==> src/rtl/vga_grid_pkg.sv <==
// rtl/vga_grid_pkg.sv - shared colours, cell/FSM encodings and VGA visible-area defaults
package vga_grid_pkg;

    localparam logic [11:0] BLACK  = 12'h000;
    localparam logic [11:0] WHITE  = 12'hFFF;
    localparam logic [11:0] BLUE   = 12'h00F;
    localparam logic [11:0] RED    = 12'hF00;
    localparam logic [11:0] GRAY   = 12'h888;
    localparam logic [11:0] YELLOW = 12'hFF0;

    typedef enum logic [1:0] {
        EMPTY = 2'd0,
        SHIP  = 2'd1,
        HIT   = 2'd2,
        MISS  = 2'd3
    } cell_t;

    typedef enum logic [1:0] {
        IDLE    = 2'd0,
        FIRE_RD = 2'd1,
        FIRE_WR = 2'd2,
        CLEAR   = 2'd3
    } fsm_t;

    localparam int H_VIS_START = 144;
    localparam int V_VIS_START = 35;
    localparam int H_VIS       = 640;
    localparam int V_VIS       = 480;

endpackage

==> src/rtl/vga_grid_board_mapper.sv <==
// rtl/vga_grid_board_mapper.sv - maps the raster position to grid cell, line and border flags
module grid_pixel_mapper
    import vga_grid_pkg::*;
#(
    parameter int GRID_COLS = 10,
    parameter int GRID_ROWS = 10,
    parameter int CELL_W    = 64,
    parameter int CELL_H    = 48,
    parameter int GRID_LEFT = H_VIS_START,
    parameter int GRID_TOP  = V_VIS_START,
    parameter int LINE_W    = 1,
    localparam int COL_W    = $clog2(GRID_COLS),
    localparam int ROW_W    = $clog2(GRID_ROWS)
) (
    input  logic             clk,
    input  logic             reset,
    input  logic [9:0]       i_hcount,
    input  logic [9:0]       i_vcount,
    output logic             o_in_grid,
    output logic             o_on_line,
    output logic             o_in_cell_border,
    output logic [COL_W-1:0] o_pix_col,
    output logic [ROW_W-1:0] o_pix_row
);

    // Column/row counters carry one extra value (GRID_COLS / GRID_ROWS) for the closing line.
    localparam int XC_W = $clog2(GRID_COLS + 1);
    localparam int YC_W = $clog2(GRID_ROWS + 1);
    localparam int XO_W = $clog2(CELL_W);
    localparam int YO_W = $clog2(CELL_H);

    // State of the previous pixel; the current pixel is derived from it by a single step.
    logic [9:0]      r_hprev;
    logic [9:0]      r_vprev;
    logic            r_x_in;
    logic [XC_W-1:0] r_x_col;
    logic [XO_W-1:0] r_x_off;
    logic            r_y_in;
    logic [YC_W-1:0] r_y_row;
    logic [YO_W-1:0] r_y_off;

    logic            w_x_in;
    logic [XC_W-1:0] w_x_col;
    logic [XO_W-1:0] w_x_off;
    logic            w_y_in;
    logic [YC_W-1:0] w_y_row;
    logic [YO_W-1:0] w_y_off;
    logic            w_x_line;
    logic            w_y_line;
    logic            w_x_band;
    logic            w_y_band;

    // Horizontal: restart at GRID_LEFT, hold on a repeated hCount, step on hCount+1, drop out on any jump.
    always_comb begin
        w_x_in  = 1'b0;
        w_x_col = '0;
        w_x_off = '0;
        if (int'(i_hcount) == GRID_LEFT) begin
            w_x_in = 1'b1;
        end else if (i_hcount == r_hprev) begin
            w_x_in  = r_x_in;
            w_x_col = r_x_col;
            w_x_off = r_x_off;
        end else if ((i_hcount == r_hprev + 10'd1) && r_x_in) begin
            if (int'(r_x_col) == GRID_COLS) begin
                if (int'(r_x_off) + 1 < LINE_W) begin
                    w_x_in  = 1'b1;
                    w_x_col = r_x_col;
                    w_x_off = r_x_off + XO_W'(1);
                end
            end else if (int'(r_x_off) == CELL_W - 1) begin
                w_x_in  = 1'b1;
                w_x_col = r_x_col + XC_W'(1);
            end else begin
                w_x_in  = 1'b1;
                w_x_col = r_x_col;
                w_x_off = r_x_off + XO_W'(1);
            end
        end
    end

    // Vertical: same stepping rule on vCount, which changes once per line.
    always_comb begin
        w_y_in  = 1'b0;
        w_y_row = '0;
        w_y_off = '0;
        if (int'(i_vcount) == GRID_TOP) begin
            w_y_in = 1'b1;
        end else if (i_vcount == r_vprev) begin
            w_y_in  = r_y_in;
            w_y_row = r_y_row;
            w_y_off = r_y_off;
        end else if ((i_vcount == r_vprev + 10'd1) && r_y_in) begin
            if (int'(r_y_row) == GRID_ROWS) begin
                if (int'(r_y_off) + 1 < LINE_W) begin
                    w_y_in  = 1'b1;
                    w_y_row = r_y_row;
                    w_y_off = r_y_off + YO_W'(1);
                end
            end else if (int'(r_y_off) == CELL_H - 1) begin
                w_y_in  = 1'b1;
                w_y_row = r_y_row + YC_W'(1);
            end else begin
                w_y_in  = 1'b1;
                w_y_row = r_y_row;
                w_y_off = r_y_off + YO_W'(1);
            end
        end
    end

    // Remember this pixel's position so the next one can be stepped from it.
    always_ff @(posedge clk or posedge reset) begin
        if (reset) begin
            r_hprev <= '0;
            r_vprev <= '0;
            r_x_in  <= 1'b0;
            r_x_col <= '0;
            r_x_off <= '0;
            r_y_in  <= 1'b0;
            r_y_row <= '0;
            r_y_off <= '0;
        end else begin
            r_hprev <= i_hcount;
            r_vprev <= i_vcount;
            r_x_in  <= w_x_in;
            r_x_col <= w_x_col;
            r_x_off <= w_x_off;
            r_y_in  <= w_y_in;
            r_y_row <= w_y_row;
            r_y_off <= w_y_off;
        end
    end

    // The closing zone only ever has offsets below LINE_W, so it always reads as a line.
    assign w_x_line = (int'(w_x_off) < LINE_W);
    assign w_y_line = (int'(w_y_off) < LINE_W);
    assign w_x_band = (int'(w_x_off) < 2 * LINE_W) || (int'(w_x_off) >= CELL_W - LINE_W);
    assign w_y_band = (int'(w_y_off) < 2 * LINE_W) || (int'(w_y_off) >= CELL_H - LINE_W);

    assign o_in_grid        = w_x_in && w_y_in;
    assign o_on_line        = o_in_grid && (w_x_line || w_y_line);
    assign o_in_cell_border = o_in_grid && !o_on_line && (w_x_band || w_y_band);
    assign o_pix_col        = w_x_col[COL_W-1:0];
    assign o_pix_row        = w_y_row[ROW_W-1:0];

endmodule

==> src/rtl/vga_grid_board.sv <==
// rtl/vga_grid_board.sv - battleship board state engine and VGA renderer
module vga_grid_board
    import vga_grid_pkg::*;
#(
    parameter int GRID_COLS  = 10,
    parameter int GRID_ROWS  = 10,
    parameter int CELL_W     = 64,
    parameter int CELL_H     = 48,
    parameter int GRID_LEFT  = H_VIS_START,
    parameter int GRID_TOP   = V_VIS_START,
    parameter int LINE_W     = 1,
    parameter int SHOW_SHIPS = 0,
    localparam int COL_W     = $clog2(GRID_COLS),
    localparam int ROW_W     = $clog2(GRID_ROWS),
    localparam int N_CELLS   = GRID_COLS * GRID_ROWS,
    localparam int CNT_W     = $clog2(N_CELLS + 1),
    localparam int IDX_W     = $clog2(N_CELLS)
) (
    input  logic             clk,
    input  logic             reset,
    input  logic             bright,
    input  logic [9:0]       hCount,
    input  logic [9:0]       vCount,
    input  logic             btn_up,
    input  logic             btn_down,
    input  logic             btn_left,
    input  logic             btn_right,
    input  logic             btn_fire,
    input  logic             clear,
    input  logic             place_we,
    input  logic [COL_W-1:0] place_col,
    input  logic [ROW_W-1:0] place_row,
    output logic [11:0]      rgb,
    output logic [15:0]      score,
    output logic [CNT_W-1:0] ships_left,
    output logic             busy,
    output logic             shot_done,
    output logic             shot_hit,
    output logic             game_over
);

    fsm_t             r_state;
    fsm_t             w_state_nx;
    cell_t            r_cells [N_CELLS];
    cell_t            r_rd_cell;
    logic [COL_W-1:0] r_cur_col;
    logic [ROW_W-1:0] r_cur_row;
    logic [IDX_W-1:0] r_clr_idx;
    logic [15:0]      r_score;
    logic [CNT_W-1:0] r_ships;
    logic             r_shot_done;
    logic             r_shot_hit;
    logic [11:0]      r_rgb;

    logic [IDX_W-1:0] w_cur_idx;
    logic [IDX_W-1:0] w_place_idx;
    logic             w_place_rng;
    logic             w_place_ok;
    logic             w_place_go;
    logic             w_wr_en;
    logic [IDX_W-1:0] w_wr_idx;
    cell_t            w_wr_val;
    logic             w_hit;
    logic             w_shot_end;
    logic             w_clr_last;

    logic             w_in_grid;
    logic             w_on_line;
    logic             w_border;
    logic [COL_W-1:0] w_pix_col;
    logic [ROW_W-1:0] w_pix_row;
    int               w_pix_idx;
    cell_t            w_pix_cell;
    logic [11:0]      w_rgb_nx;

    assign w_cur_idx   = IDX_W'(int'(r_cur_row) * GRID_COLS + int'(r_cur_col));
    assign w_place_rng = (int'(place_col) < GRID_COLS) && (int'(place_row) < GRID_ROWS);
    assign w_place_idx = w_place_rng ? IDX_W'(int'(place_row) * GRID_COLS + int'(place_col)) : '0;
    assign w_place_ok  = w_place_rng && (r_cells[w_place_idx] == EMPTY);

    assign busy       = (r_state != IDLE);
    assign game_over  = (r_ships == '0) && (r_score != 16'd0);
    assign score      = r_score;
    assign ships_left = r_ships;
    assign shot_done  = r_shot_done;
    assign shot_hit   = r_shot_hit;
    assign rgb        = r_rgb;

    // FSM state register.
    always_ff @(posedge clk or posedge reset) begin
        if (reset) begin
            r_state <= IDLE;
        end else begin
            r_state <= w_state_nx;
        end
    end

    // Next state plus the single cell-write port and counter strobes it drives.
    always_comb begin
        w_state_nx = r_state;
        w_place_go = 1'b0;
        w_wr_en    = 1'b0;
        w_wr_idx   = w_cur_idx;
        w_wr_val   = EMPTY;
        w_hit      = 1'b0;
        w_shot_end = 1'b0;
        w_clr_last = 1'b0;
        case (r_state)
            IDLE: begin
                if (clear) begin
                    w_state_nx = CLEAR;
                end else if (btn_fire && !game_over) begin
                    w_state_nx = FIRE_RD;
                end else if (place_we && w_place_ok) begin
                    w_wr_en    = 1'b1;
                    w_wr_idx   = w_place_idx;
                    w_wr_val   = SHIP;
                    w_place_go = 1'b1;
                end
            end
            FIRE_RD: begin
                w_state_nx = FIRE_WR;
            end
            FIRE_WR: begin
                w_state_nx = IDLE;
                w_shot_end = 1'b1;
                case (r_rd_cell)
                    SHIP: begin
                        w_wr_en  = 1'b1;
                        w_wr_val = HIT;
                        w_hit    = 1'b1;
                    end
                    EMPTY: begin
                        w_wr_en  = 1'b1;
                        w_wr_val = MISS;
                    end
                    default: w_wr_en = 1'b0;
                endcase
            end
            CLEAR: begin
                w_wr_en  = 1'b1;
                w_wr_idx = r_clr_idx;
                w_wr_val = EMPTY;
                if (int'(r_clr_idx) == N_CELLS - 1) begin
                    w_clr_last = 1'b1;
                    w_state_nx = IDLE;
                end
            end
            default: w_state_nx = IDLE;
        endcase
    end

    // Cell array with its one write port.
    always_ff @(posedge clk or posedge reset) begin
        if (reset) begin
            for (int i = 0; i < N_CELLS; i++) begin
                r_cells[i] <= EMPTY;
            end
        end else if (w_wr_en) begin
            r_cells[w_wr_idx] <= w_wr_val;
        end
    end

    // Shot latch, wipe index, score/ship counters and shot result pulse.
    always_ff @(posedge clk or posedge reset) begin
        if (reset) begin
            r_rd_cell   <= EMPTY;
            r_clr_idx   <= '0;
            r_score     <= 16'd0;
            r_ships     <= '0;
            r_shot_done <= 1'b0;
            r_shot_hit  <= 1'b0;
        end else begin
            if (r_state == FIRE_RD) begin
                r_rd_cell <= r_cells[w_cur_idx];
            end
            r_clr_idx <= (r_state == CLEAR) ? r_clr_idx + IDX_W'(1) : '0;
            if (w_clr_last) begin
                r_score <= 16'd0;
                r_ships <= '0;
            end else if (w_hit) begin
                if (r_score != 16'hFFFF) begin
                    r_score <= r_score + 16'd1;
                end
                r_ships <= r_ships - CNT_W'(1);
            end else if (w_place_go) begin
                r_ships <= r_ships + CNT_W'(1);
            end
            r_shot_done <= w_shot_end;
            r_shot_hit  <= w_hit;
        end
    end

    // Cursor moves only in IDLE; opposite buttons on one axis cancel.
    always_ff @(posedge clk or posedge reset) begin
        if (reset) begin
            r_cur_col <= '0;
            r_cur_row <= '0;
        end else if (r_state == IDLE) begin
            if (btn_left && !btn_right) begin
                r_cur_col <= (r_cur_col == '0) ? COL_W'(GRID_COLS - 1) : r_cur_col - COL_W'(1);
            end else if (btn_right && !btn_left) begin
                r_cur_col <= (int'(r_cur_col) == GRID_COLS - 1) ? '0 : r_cur_col + COL_W'(1);
            end
            if (btn_up && !btn_down) begin
                r_cur_row <= (r_cur_row == '0) ? ROW_W'(GRID_ROWS - 1) : r_cur_row - ROW_W'(1);
            end else if (btn_down && !btn_up) begin
                r_cur_row <= (int'(r_cur_row) == GRID_ROWS - 1) ? '0 : r_cur_row + ROW_W'(1);
            end
        end
    end

    grid_pixel_mapper #(
        .GRID_COLS (GRID_COLS),
        .GRID_ROWS (GRID_ROWS),
        .CELL_W    (CELL_W),
        .CELL_H    (CELL_H),
        .GRID_LEFT (GRID_LEFT),
        .GRID_TOP  (GRID_TOP),
        .LINE_W    (LINE_W)
    ) u_mapper (
        .clk              (clk),
        .reset            (reset),
        .i_hcount         (hCount),
        .i_vcount         (vCount),
        .o_in_grid        (w_in_grid),
        .o_on_line        (w_on_line),
        .o_in_cell_border (w_border),
        .o_pix_col        (w_pix_col),
        .o_pix_row        (w_pix_row)
    );

    assign w_pix_idx  = int'(w_pix_row) * GRID_COLS + int'(w_pix_col);
    assign w_pix_cell = (w_in_grid && !w_on_line && (w_pix_idx < N_CELLS)) ?
                        r_cells[IDX_W'(w_pix_idx)] : EMPTY;

    // Pixel colour by render priority.
    always_comb begin
        w_rgb_nx = BLACK;
        if (!bright) begin
            w_rgb_nx = BLACK;
        end else if (w_border && (w_pix_col == r_cur_col) && (w_pix_row == r_cur_row)) begin
            w_rgb_nx = YELLOW;
        end else if (w_on_line) begin
            w_rgb_nx = WHITE;
        end else if (w_in_grid) begin
            case (w_pix_cell)
                HIT:     w_rgb_nx = RED;
                MISS:    w_rgb_nx = WHITE;
                SHIP:    w_rgb_nx = (SHOW_SHIPS != 0) ? GRAY : BLUE;
                default: w_rgb_nx = BLUE;
            endcase
        end
    end

    // One-cycle registered pixel output.
    always_ff @(posedge clk or posedge reset) begin
        if (reset) begin
            r_rgb <= BLACK;
        end else begin
            r_rgb <= w_rgb_nx;
        end
    end

endmodule
==> config.mk <==
export PLATFORM = sky130hd
export DESIGN_NAME = vga_grid_board
export DESIGN_NICKNAME = d
export VERILOG_FILES = /design/src/rtl/vga_grid_pkg.sv /design/src/rtl/vga_grid_board_mapper.sv /design/src/rtl/vga_grid_board.sv
export SDC_FILE = /design/constraint.sdc
export NUM_CORES = 1
export LEC_CHECK = 0
export CAP_MARGIN = 20
export CELL_PAD_IN_SITES_DETAIL_PLACEMENT = 1
export CELL_PAD_IN_SITES_GLOBAL_PLACEMENT = 1
export CORE_UTILIZATION = 45
export DETAILED_ROUTE_END_ITERATION = 8
export MAX_ROUTING_LAYER = met4
export PLACE_DENSITY = 0.81
export REMOVE_ABC_BUFFERS = 1
export SKIP_CTS_REPAIR_TIMING = 1
export SLEW_MARGIN = 40
export SYNTH_ARGS = -nofsm -noshare
export SYNTH_HDL_FRONTEND = slang
export SYNTH_SLANG_ARGS = --single-unit
==> constraint.sdc <==
create_clock -name clk -period 14.6 [get_ports clk]
set_clock_uncertainty 0.15 [all_clocks]
set_input_delay 2.92 -clock clk [delete_from_list [all_inputs] [get_ports clk]]
set_output_delay 2.92 -clock clk [all_outputs]
set_load 0.02 [all_outputs]
======== Word-level counts from Yosys, hierarchy flattened ========
Cells that the tools add are included.
word-level totals
  logic and storage cells ................. 323
  input port bits ......................... 38
  register bits after elaboration ......... 298
cells by class
  $mul .................................... 3
  multiplexer cells ....................... 92
  $add $sub $neg .......................... 19
  bitwise operators ....................... 4
  reductions and logical operators ........ 47
  equality and inequality tests ........... 24
  order comparisons ....................... 16
operators by type and width
  cell                                                                   number
  200-bit bitwise mux                                                    1
  4-bit two-way mux                                                      20
  6-bit two-way mux                                                      12
  32-bit by 2-bit < comparator with 1-bit output, second input constant  2
  7-bit two-way mux                                                      8
  12-bit two-way mux                                                     4
  16-bit two-way mux                                                     3
  2-bit binary-select mux with 7-bit select                              3
  10-bit == test                                                         4
  8-bit greater-or-equal comparator, second input constant               3
  7-bit inverter with 8-bit output                                       3
  12-bit one-hot mux with 2 select lines                                 1
  1-bit two-way mux                                                      23
  2-bit two-way mux                                                      11
  10-bit by 1-bit adder with 10-bit output, second input constant        2
  1-bit logical AND                                                      19
  16-bit by 1-bit adder with 16-bit output, second input constant        1
  4-bit by 1-bit adder with 4-bit output, second input constant          4
  4-bit == test, second input constant                                   4
  16-bit inequality test, second input constant                          1
  16-bit nonzero test                                                    1
  6-bit by 1-bit adder with 7-bit output, second input constant          2
  7-bit by 1-bit adder with 7-bit output, second input constant          2
  7-bit by 4-bit adder with 7-bit output                                 2
  other kinds (38)                                                       69

======== Depth between registers and ports, before layout ========
Gate-level depths: netlist of run 1.
  depth in word-level cells ............... 20
  depth in mapped cells ................... 30

======== By module ========
A second synthesis of run 1 with hierarchy kept.
unflattened totals
  cell total of the unflattened synthesis .. 1781
  area, all modules ....................... 19603.8 µm²
by module, submodules not included
  module             times used  area an instance (µm²)  cells each  seq. area each (µm²)
  vga_grid_board     1           16565.9                 1426        6180.9
  grid_pixel_mapper  1           3037.9                  355         1051.0

======== Worst setup path after synthesis of run 1 ========
Ideal clock, no wire load.
  kind .................................... input to register
  start point ............................. in hCount[9]
  end point ............................... reg r_rgb[3] (netlist: rgb[3])
  cell stages on the path ................. 24
  buffers on the path ..................... 7
  slack ................................... 5917 ps
  data required time ...................... 14328 ps
  data arrival time ....................... 8411 ps
  cell sequence ........................... xnor2_1 > or4_1 > a22oi_1 > and4_1 > buf_2 > nand2_1 > clkbuf_1 > clkbuf_1 > nor2_1 > o21ai_0 > a21oi_1 > ha_1 > inv_1 > fa_1 > buf_1 > clkbuf_1 > clkbuf_1 > buf_1 > a21oi_1 > o32a_1 > a311oi_1 > o211ai_1 > a22oi_1 > nor2_1
RTL lines
  what                                                  line                         text
  start: declaration                                    vga_grid_board.sv:22         input logic [9:0] hCount,
  10-bit == test                                        vga_grid_board_mapper.sv:64  end else if ((i_hcount == r_hprev + 10'd1) && r_x_in) begin
  1-bit logical AND                                     vga_grid_board_mapper.sv:64
  4-bit two-way mux                                     vga_grid_board_mapper.sv:64
  4-bit two-way mux                                     vga_grid_board_mapper.sv:60  end else if (i_hcount == r_hprev) begin
  4-bit two-way mux (*)                                 vga_grid_board_mapper.sv:58  if (int'(i_hcount) == GRID_LEFT) begin
  via u_mapper.o_pix_col[1]                             vga_grid_board_mapper.sv:22  output logic [COL_W-1:0] o_pix_col,
  8-bit by 4-bit adder with 9-bit output                vga_grid_board.sv:233        assign w_pix_idx = int'(w_pix_row) * GRID_COLS + int'(w_pix_col);
  7-bit inverter (implied by the code)                  vga_grid_board.sv:235        r_cells[IDX_W'(w_pix_idx)] : EMPTY;
  2-bit binary-select mux with 7-bit select             vga_grid_board.sv:235
  2-bit two-way mux (implied by the code) (2 in a row)  vga_grid_board.sv:235
  2-bit two-way mux                                     vga_grid_board.sv:234        assign w_pix_cell = (w_in_grid && !w_on_line && (w_pix_idx < N_CELLS)) ?
  2-bit == test                                         vga_grid_board.sv:247        case (w_pix_cell)
  12-bit one-hot mux with 2 select lines                vga_grid_board.sv:247
  12-bit two-way mux                                    vga_grid_board.sv:246        end else if (w_in_grid) begin
  12-bit two-way mux                                    vga_grid_board.sv:244        end else if (w_on_line) begin
  12-bit two-way mux (*)                                vga_grid_board.sv:242        end else if (w_border && (w_pix_col == r_cur_col) && (w_pix_row == r_cur_row)) begin
  12-bit two-way mux (*)                                vga_grid_board.sv:240        if (!bright) begin
  end signal: assignment                                vga_grid_board.sv:261        r_rgb <= w_rgb_nx;
  end: declaration                                      vga_grid_board.sv:53         logic [11:0] r_rgb;
Mark *: on every way through the listed nets, which the timed path passes. The rest lies on a longest branch. The select of a mux whose other input is x is not followed.
A chain may end at the register's enable or synchronous reset.

======== Worst setup path after layout of run 1 ========
  start point ............................. in hCount[9]
  end point ............................... reg r_rgb[7] (netlist: rgb[7])
Same word-level chain as after synthesis.

==> flow_summary.ini, run 1 <==
[finish]
utilization_pct = 51.0
drive_above_1_share_pct = 18.1
area_delta_synth_final_pct = 12.0
fin_area_um2 = 24900
fillCellCount = 5505
nets = 2449

[min_path]
hold_class = register to register

[routing]
drtPass1Iterations = 6
via_per_inst = 7.16
drc_errors = 0
initialDrtViolationCount = 2683
wl_per_cell_um = 31.6
wl_mm = 96.6
ant_nets = 0
vias = 21900

[sta]
max_slew_margin_pct = 35.4
fin_setup_tns_ns = 0
period_needed_ns = 10.27
hold_viol = 0
maxSlewViolCount = 0
worst_pin_slew_ns = 0.969
rsz0062_at_grt = false
fin_crit_sh_pct = 70.3
achievable-frequency_mhz = 97.4
setup_violations = 0

[die]
pin_count = 77
core_area_um2 = 48800
floorplan.die.width_um = 224
start_util_pct = 45.6
placementRows = 81
die_y_um = 224
die-area_um2 = 50400

[worst_setup_path]
cp_max_fo = 42
arrival_ns = 10.60
start_kind = input pin
critPathMaxStageDelay_ns = 0.62
crit_path_end_kind = register
critical_path_class = input pin to register
worst-path-buf-inv = 4
r2r_slack_ns = 6.53
crit_slowest_cell = or4_1
crit_family = simple AND/OR/NAND/NOR gates
cp.required_ns = 14.94

[flow_run]
cap_violations = 0

[power_and_ir_drop]
power.share.combinational_pct = 50.5
p_sw_mw = 2.14
p_leak_nw = 10.2
power.total_mw = 4.45
p_per_area_nw_per_um2 = 179
power_frac_clock_pct = 22.4
ir_drop_v = 0.000158
power_frac_seq_pct = 27.1
internal-power_mw = 2.32
swShare_pct = 47.9

[synthesis]
synth_top_cells_by_area = dfrtp_1 32%, mux2_2 8.3%, mux4_2 6.7%, nor2_1 3.7%, nand2_1 3.1%
syn_inst = 2370
synth-edff-count = 0
yosysTopAreaCell = dfrtp_1
syn_avg_cell_area_um2 = 9.39
ys.flop_type = dfrtp_1
async_flop_share_pct = 100
ys_warn_count = 0
synth_top_area_share_pct = 32.5
ys_seq_elements = 289
ys_seq_area_share_pct = 32.5
syn-cell-area_um2 = 22300
synth_cell_types = 114

[placed_design]
io_buffers = 76
dp_hpwl_mm = 66.5
place_area_um2 = 23600
gp_congestion = 0.987

[global_route]
grt_usage_pct = 39.5
grt_pass1_vias = 22100
grt_max_degree = 101
grt_pass1_wl_mm = 146
antenna_found_initial = 5
grt_overflow = 0

[status]
outcome = completed

[clock_network]
cts_max_path_buffers = 3
clock_latency_ns = 0.58
clock_sinks = 289
cts_buffers = 36
root_buffer = clkbuf_16
tritoncts = done
cts_max_level = 2
clk_pin_slew_worst_paths_ns = 0.06
final cells by class:
class                   count  area, um^2  area share, %
diodes                      2        5.00         0.0201
clock buffers              45        1020           4.08
clock inverters            18         275           1.10
inverters                  42         168          0.672
multi-input cells        1860       14200           56.9
flip-flops and latches    289        7240           29.0
well taps                 664         831           3.33
repair buffers            135        1220           4.91
metal layers:
metal / wire [um] / GRT usage [%] / share of wire [%] / vias up
met4: 5430 / 19.6 / 5.6 / 0
met5: 0 / - / 0 / -
met1: 38600 / 51.1 / 40 / 11200
li1: - / - / - / 8979
met2: 43600 / 59.1 / 45 / 1312
met3: 9090 / 7.90 / 9.4 / 341
cells in the mapped netlist, types with 9 or more instances:
cell         n
a31oi_1     20
xnor2_1     46
mux2_1      34
a21oi_1     98
mux2i_1     57
o211ai_1    17
or3_1       30
a2111oi_0    9
buf_2       28
or4_1       20
buf_4       16
nor3b_1     19
dfrtp_1    289
ha_1        40
nor3_1      87
o31ai_1     12
nor4_1      34
nand2b_1    17
inv_1       40
a311oi_1    17
and3_1      30
nor2b_1     21
nand2_1    186
a21boi_0    11
xor2_1      30
clkbuf_1   112
and4_1      10
o311ai_0    15
a211oi_1    29
nor2_1     220
mux2_2     165
and2_1      26
nand3_1     77
buf_1       16
o22ai_1     28
a22oi_1     10
a21o_1      13
o21ai_0    100
nand4_1     29
o221ai_1    10
o2111ai_1    9
mux4_2      66
nor4b_1     11
per-stage QoR:
stage | setup slack [ns] | hold slack, ns | std cells
final | 4.33 | 0.362 | 3055
after global routing | 4.05 | 0.427 | 3055
after CTS | 4.57 | 0.365 | 3052
after detailed placement | 3.98 | 0.355 | 2989
after floorplan | 3.52 | 0.320 | 2191
after global placement | 4.27 | 0.342 | 2985
placed cells by master, fill, tap and decap left out, types with 30 or more instances in the layout:
cell type        instances
a21oi_1                 98
buf_4                   52
clkbuf_16               38
clkdlybuf4s50_1         75
dfrtp_1                288
ha_1                    38
inv_1                   39
mux2_1                  34
mux2_2                 165
mux2i_1                 57
mux4_2                  66
nand2_1                186
nand3_1                 75
nor2_1                 218
nor3_1                  86
nor4_1                  33
o21ai_0                 99
or3_1                   30
xnor2_1                 44
path summary, 6_finish.rpt:
path / to / from / cells after the start
setup / recovery: rgb[7] / hCount[9] / 25
hold / removal: r_clr_idx[0] / r_clr_idx[0] / 1
setup reg to reg: rgb[7] / u_mapper.r_hprev[2] / 24
hold reg to reg: r_clr_idx[0] / r_clr_idx[0] / 1
max in group asynchronous: r_clr_idx[2] / reset / 3
min in group asynchronous: u_mapper.r_y_off[2] / reset / 2
worst register-to-register path, delay by kind of cell, from the launching register on:
family / cells / cell delay, ns
AOI/OAI and AO/OA: 10 / 2.61
buffers and inverters: 3 / 0.87
adders and majority gates: 2 / 0.80
and+or+nand+nor: 9 / 3.06
DFF: 1 / 0.51
power groups by stage:
stage          Sequential (mW)  Clock (mW)  Combinational, mW
2_1_floorplan             1.12           0               1.34
3_3_place_gp              1.19           0               2.07
3_5_place_dp              1.20           0               2.17
4_1_cts                   1.19        1.01               2.19
5_1_grt                   1.22        1.03               2.35
6_report                  1.21       0.999               2.25
state kept, by name (all words and copies together), names as in the netlist, 6 cells and up:
signal,flops
r_cells,200
r_clr_idx,7
score,16
ships_left,7
u_mapper.r_hprev,10
u_mapper.r_vprev,10
u_mapper.r_x_off,6
u_mapper.r_y_off,6
cells by family after synthesis:
logic type	Yosys count	synth area share, %
buf+inv	221	4.37
mux	324	19.4
flops	289	32.5
compound gates	525	16.7
xor+xnor	76	2.99
simple gates	888	21.1
fa+ha+maj	47	2.88
Power figures use the tool's default switching activity.
==> inputs of run 2 (changes only) <==
- PLACE_DENSITY: 0.81 -> 0.84
- clock period: 14.6 -> 8.3 ns (I/O delays scaled with it)
==> flow_summary.ini, run 2 (synthesis gave the netlist of run 1 again) <==
[global_route]
grt_pass1_wl_mm = 148
grt_pass1_vias = 23000
grt_max_degree = 148
grt_overflow = 0
antenna_found_initial = 1
grt_usage_pct = 40.2

[clock_network]
clk_pin_slew_worst_paths_ns = 0.05
cts_max_level = 2
clock_latency_ns = 0.58
clock_sinks = 289
cts_buffers = 37
cts_max_path_buffers = 3
root_buffer = clkbuf_16
tritoncts = done

[flow_run]
cap_violations = 0

[sta]
fin_crit_sh_pct = 97.0
max_slew_margin_pct = 41.1
setup_violations = 0
period_needed_ns = 8.05
maxSlewViolCount = 0
achievable-frequency_mhz = 124
timing.final.ws_setup_ns = 0.247
hold_viol = 0
worst_pin_slew_ns = 0.878
holdWs_ns = 0.353
rsz0062_at_grt = false

[routing]
initialDrtViolationCount = 2708
via_per_inst = 7.09
drtPass1Iterations = 8
m1WireLength_mm = 38.1
dr_wl_met3_mm = 9.76
vias = 22300
drc_errors = 0
wl_per_cell_um = 31.1
ant_nets = 0
route.met2.wl_mm = 44.2
top_layer = met4
wl_mm = 98.2

[power_and_ir_drop]
power_frac_seq_pct = 26.3
p_per_area_nw_per_um2 = 316
p_leak_nw = 10.6
internal-power_mw = 4.25
power.share.combinational_pct = 52.5
p_sw_mw = 3.87
ir_drop_v = 0.000325
swShare_pct = 47.7
power_frac_clock_pct = 21.1

[placed_design]
place_area_um2 = 24400
gp_congestion = 1.05
io_buffers = 76
dp_cells = 3081
place_ws_ns = -0.0269
dp_hpwl_mm = 69.8

[finish]
top_register = r_cells
fin_area_um2 = 25700
largest_reg_flops = 200
final_common_cell = dfrtp_1
area_delta_synth_final_pct = 15.4
utilization_pct = 52.6
fin_cells = 3151
mostFrequentLayoutCells = 288 x dfrtp_1, 219 x nor2_1, 186 x nand2_1
nets = 2542
drive_above_1_share_pct = 21.2

[die]
placementRows = 81
floorplan.die.width_um = 224
pin_count = 77
start_util_pct = 45.6
die-area_um2 = 50400
core_area_um2 = 48800
die_y_um = 224

[worst_setup_path]
start_kind = input pin
cp.required_ns = 8.62
crit_path_end_kind = register
cp_max_fo = 15
critical_path_class = input pin to register
arrival_ns = 8.37

[status]
outcome = completed

[min_path]
hold_class = register to register
## run 2: layout make-up
cell class                      instances  area (um^2)
Sequential cell                       289         7240
Inverter                               42          168
Timing Repair Buffer                  227         2040
Multi-Input combinational cell       1860        14100
Fill cell                            5476        23200
Clock inverter                         19          201
Antenna cell                            3         7.51
Clock buffer                           47         1070
Tap cell                              664          831
## run 2: final timing paths
path | from | to | slack, ns | cells after the start
min in group asynchronous | reset | u_mapper.r_x_off[5] | 1.41 | 2
max | vCount[7] | rgb[3] | 0.25 | 25
max in group asynchronous | reset | r_cells[43] | 5.31 | 4
max reg2reg | u_mapper.r_x_col[0] | rgb[3] | 1.28 | 24
min | r_clr_idx[0] | r_clr_idx[0] | 0.35 | 1
min reg2reg | r_clr_idx[0] | r_clr_idx[0] | 0.35 | 1
## run 2: per-layer routing
layer	up-vias	track usage, %
li1	9155	-
met1	11400	49.8
met2	1389	61.1
met3	419	9.09
met4	0	21.7
met5	-	-
## run 2: worst max-delay path, cell delays in order
cell and delay, ns:
clkdlybuf4s50_1 0.50, xor2_1 0.20, or4b_1 0.48, o311a_1 0.30, a211o_1 0.32, or2_2 0.34, nor4_1 0.36, a21oi_1 0.11
nor2_1 0.24, ha_2 0.25, inv_1 0.06, fa_2 0.64, buf_4 0.26, or2_2 0.23, buf_4 0.18, nor3_1 0.06
mux2i_1 0.15, o211ai_1 0.11, or3_1 0.39, a2111oi_0 0.44, buf_4 0.20, o2111ai_1 0.24, a32oi_1 0.33, a22oi_1 0.12
nor2_1 0.18
## run 2: power by group through the flow
stage,Sequential [mW],Clock [mW],Combinational (mW)
after floorplan,1.98,0,2.35
after global placement,2.11,0,3.89
after detailed placement,2.13,0,4.07
after CTS,2.11,1.73,4.16
after global routing,2.16,1.77,4.44
final,2.14,1.71,4.27
## run 2: stage by stage
stage | TNS, ns | total power, mW
after detailed placement | -0.0269 | 6.20
after global routing | 0 | 8.37
after global placement | 0 | 6.00
final | 0 | 8.12
after CTS | 0 | 8.00
after floorplan | -434.13 | 4.33
==> inputs of run 3 (changes only) <==
- clock period: 8.3 -> 7.19 ns (I/O delays scaled with it)
==> flow_summary.ini, run 3 (synthesis gave the netlist of run 1 again) <==
[finish]
mostFrequentLayoutCells = 288 x dfrtp_1, 259 x buf_4, 216 x nor2_1
drive_above_1_share_pct = 25.6
nets = 2666
fin_cells = 3274
utilization_pct = 54.9
area_delta_synth_final_pct = 20.5
largest_reg_flops = 200
fin_area_um2 = 26800
final_common_cell = dfrtp_1
fillCellCount = 5444
top_register = r_cells

[power_and_ir_drop]
internal-power_mw = 5.11
power.share.combinational_pct = 52.6
p_sw_mw = 4.52
power_frac_seq_pct = 25.7
swShare_pct = 46.9
ir_drop_v = 0.000328
p_leak_nw = 11.3
power_frac_clock_pct = 21.7
p_per_area_nw_per_um2 = 359

[die]
pin_count = 77
core_area_um2 = 48800
die-area_um2 = 50400
floorplan.die.width_um = 224
placementRows = 81
die_y_um = 224
start_util_pct = 45.6

[sta]
period_needed_ns = 7.11
holdWs_ns = 0.386
worst_pin_slew_ns = 0.916
setup_violations = 0
max_slew_margin_pct = 38.9
achievable-frequency_mhz = 141
fin_crit_sh_pct = 98.9
maxSlewViolCount = 0
fin_setup_tns_ns = 0
hold_viol = 0

[clock_network]
cts_buffers = 37
clock_latency_ns = 0.57
clock_sinks = 289
cts_max_path_buffers = 3
root_buffer = clkbuf_16
tritoncts = done
cts_max_level = 2
clk_pin_slew_worst_paths_ns = 0.06

[min_path]
hold_class = register to register
min_from = r_clr_idx[0]
hold_depth = 1
hold_path_end = r_clr_idx[0]

[status]
outcome = completed

[worst_setup_path]
critical_path_class = input pin to register
start_kind = input pin
crit_slowest_cell = or4_1
r2r_slack_ns = 0.71
cp.required_ns = 7.53
crit_path_end_kind = register
arrival_ns = 7.45
cp_common_cell = buf_4
critPathMaxStageDelay_ns = 0.63
r2r_cells = 21
cp_max_fo = 5
worst-path-buf-inv = 5
crit_family = simple AND/OR/NAND/NOR gates
path_cells = clkdlybuf4s50_1 > xnor2_1 > or4_1 > a22oi_1 > buf_4 > nand4_1 > nor2_2 > nand2_1 > a311oi_1 > ha_2 > xnor2_2 > buf_4 > buf_4 > nor2_2 > buf_4 > a21boi_0 > nand4bb_1 > or4_1 > a311oi_1 > o211ai_1 > nand2b_1 > a21boi_1
r2r-start = u_mapper.r_hprev[2]
r2r_end = rgb[7]

[routing]
vias = 22900
via_per_inst = 6.99
initialDrtViolationCount = 2589
wl_per_cell_um = 30.9
drc_errors = 0
wl_mm = 101
drtPass1Iterations = 6
ant_nets = 0

[placed_design]
place_area_um2 = 25300
dp_hpwl_mm = 73.0
io_buffers = 76
dp_cells = 3202
gp_congestion = 1.03

[global_route]
grt_max_degree = 118
grt_pass1_vias = 23600
grt_overflow = 0
antenna_found_initial = 2
grt_pass1_wl_mm = 153
grt_usage_pct = 41.3

[flow_run]
cap_violations = 0
## run 3: worst reg2reg max path, cell delays in order, from the launching register on
cell	delay [ns]
dfrtp_1	0.51
nand3_1	0.30
or4_1	0.67
a22oi_1	0.31
buf_4	0.18
nand4_1	0.18
nor2_2	0.37
nand2_1	0.14
a311oi_1	0.54
ha_2	0.46
xnor2_2	0.22
buf_4	0.18
buf_4	0.16
nor2_2	0.13
buf_4	0.17
a21boi_0	0.19
nand4bb_1	0.12
or4_1	0.55
a311oi_1	0.31
o211ai_1	0.23
nand2b_1	0.21
a21boi_1	0.15
## run 3: per-layer routing
layer	up-vias	wire, um	global-route usage [%]
li1	9401	-	-
met5	-	0	-
met1	11700	39500	51.3
met3	431	9610	8.96
met4	0	6500	22.9
met2	1387	45500	62.6
## run 3: area by class of cell
cell class | count | area [um^2] | share of cell area, %
inverter | 42 | 173 | 0.644
antenna | 2 | 5.00 | 0.0187
clock buffer | 42 | 975 | 3.63
sequential | 289 | 7240 | 27.0
multi-input combinational | 1860 | 14300 | 53.2
tap | 664 | 831 | 3.10
timing repair buffer | 351 | 2990 | 11.1
clock inverter | 24 | 355 | 1.32
## run 3: metrics by stage
step | setup slack, ns | total power, mW
after floorplan | -2.41 | 5.00
after global placement | -0.750 | 7.03
after detailed placement | -0.699 | 7.30
after CTS | -0.172 | 9.45
after global routing | -0.0630 | 9.91
final | 0.0826 | 9.62
## run 3: power groups by stage
| stage | Clock [mW] | Sequential [mW] | Combinational [mW] |
|---|---|---|---|
| after floorplan | 0 | 2.28 | 2.71 |
| after global placement | 0 | 2.43 | 4.59 |
| after detailed placement | 0 | 2.46 | 4.84 |
| after CTS | 2.10 | 2.44 | 4.91 |
| after global routing | 2.15 | 2.50 | 5.26 |
| final | 2.08 | 2.48 | 5.06 |
## run 3: worst max path at each step
stage                     depth (start not counted)       from      to  slack [ns]
after global routing                             22  hCount[9]  rgb[7]       -0.06
final                                            22  hCount[9]  rgb[7]        0.08
after detailed placement                         24  vCount[7]  rgb[7]       -0.70
after floorplan                                  20  hCount[3]  rgb[7]       -2.41
after global placement                           23  vCount[7]  rgb[7]       -0.75
after CTS                                        24  vCount[7]  rgb[7]       -0.17
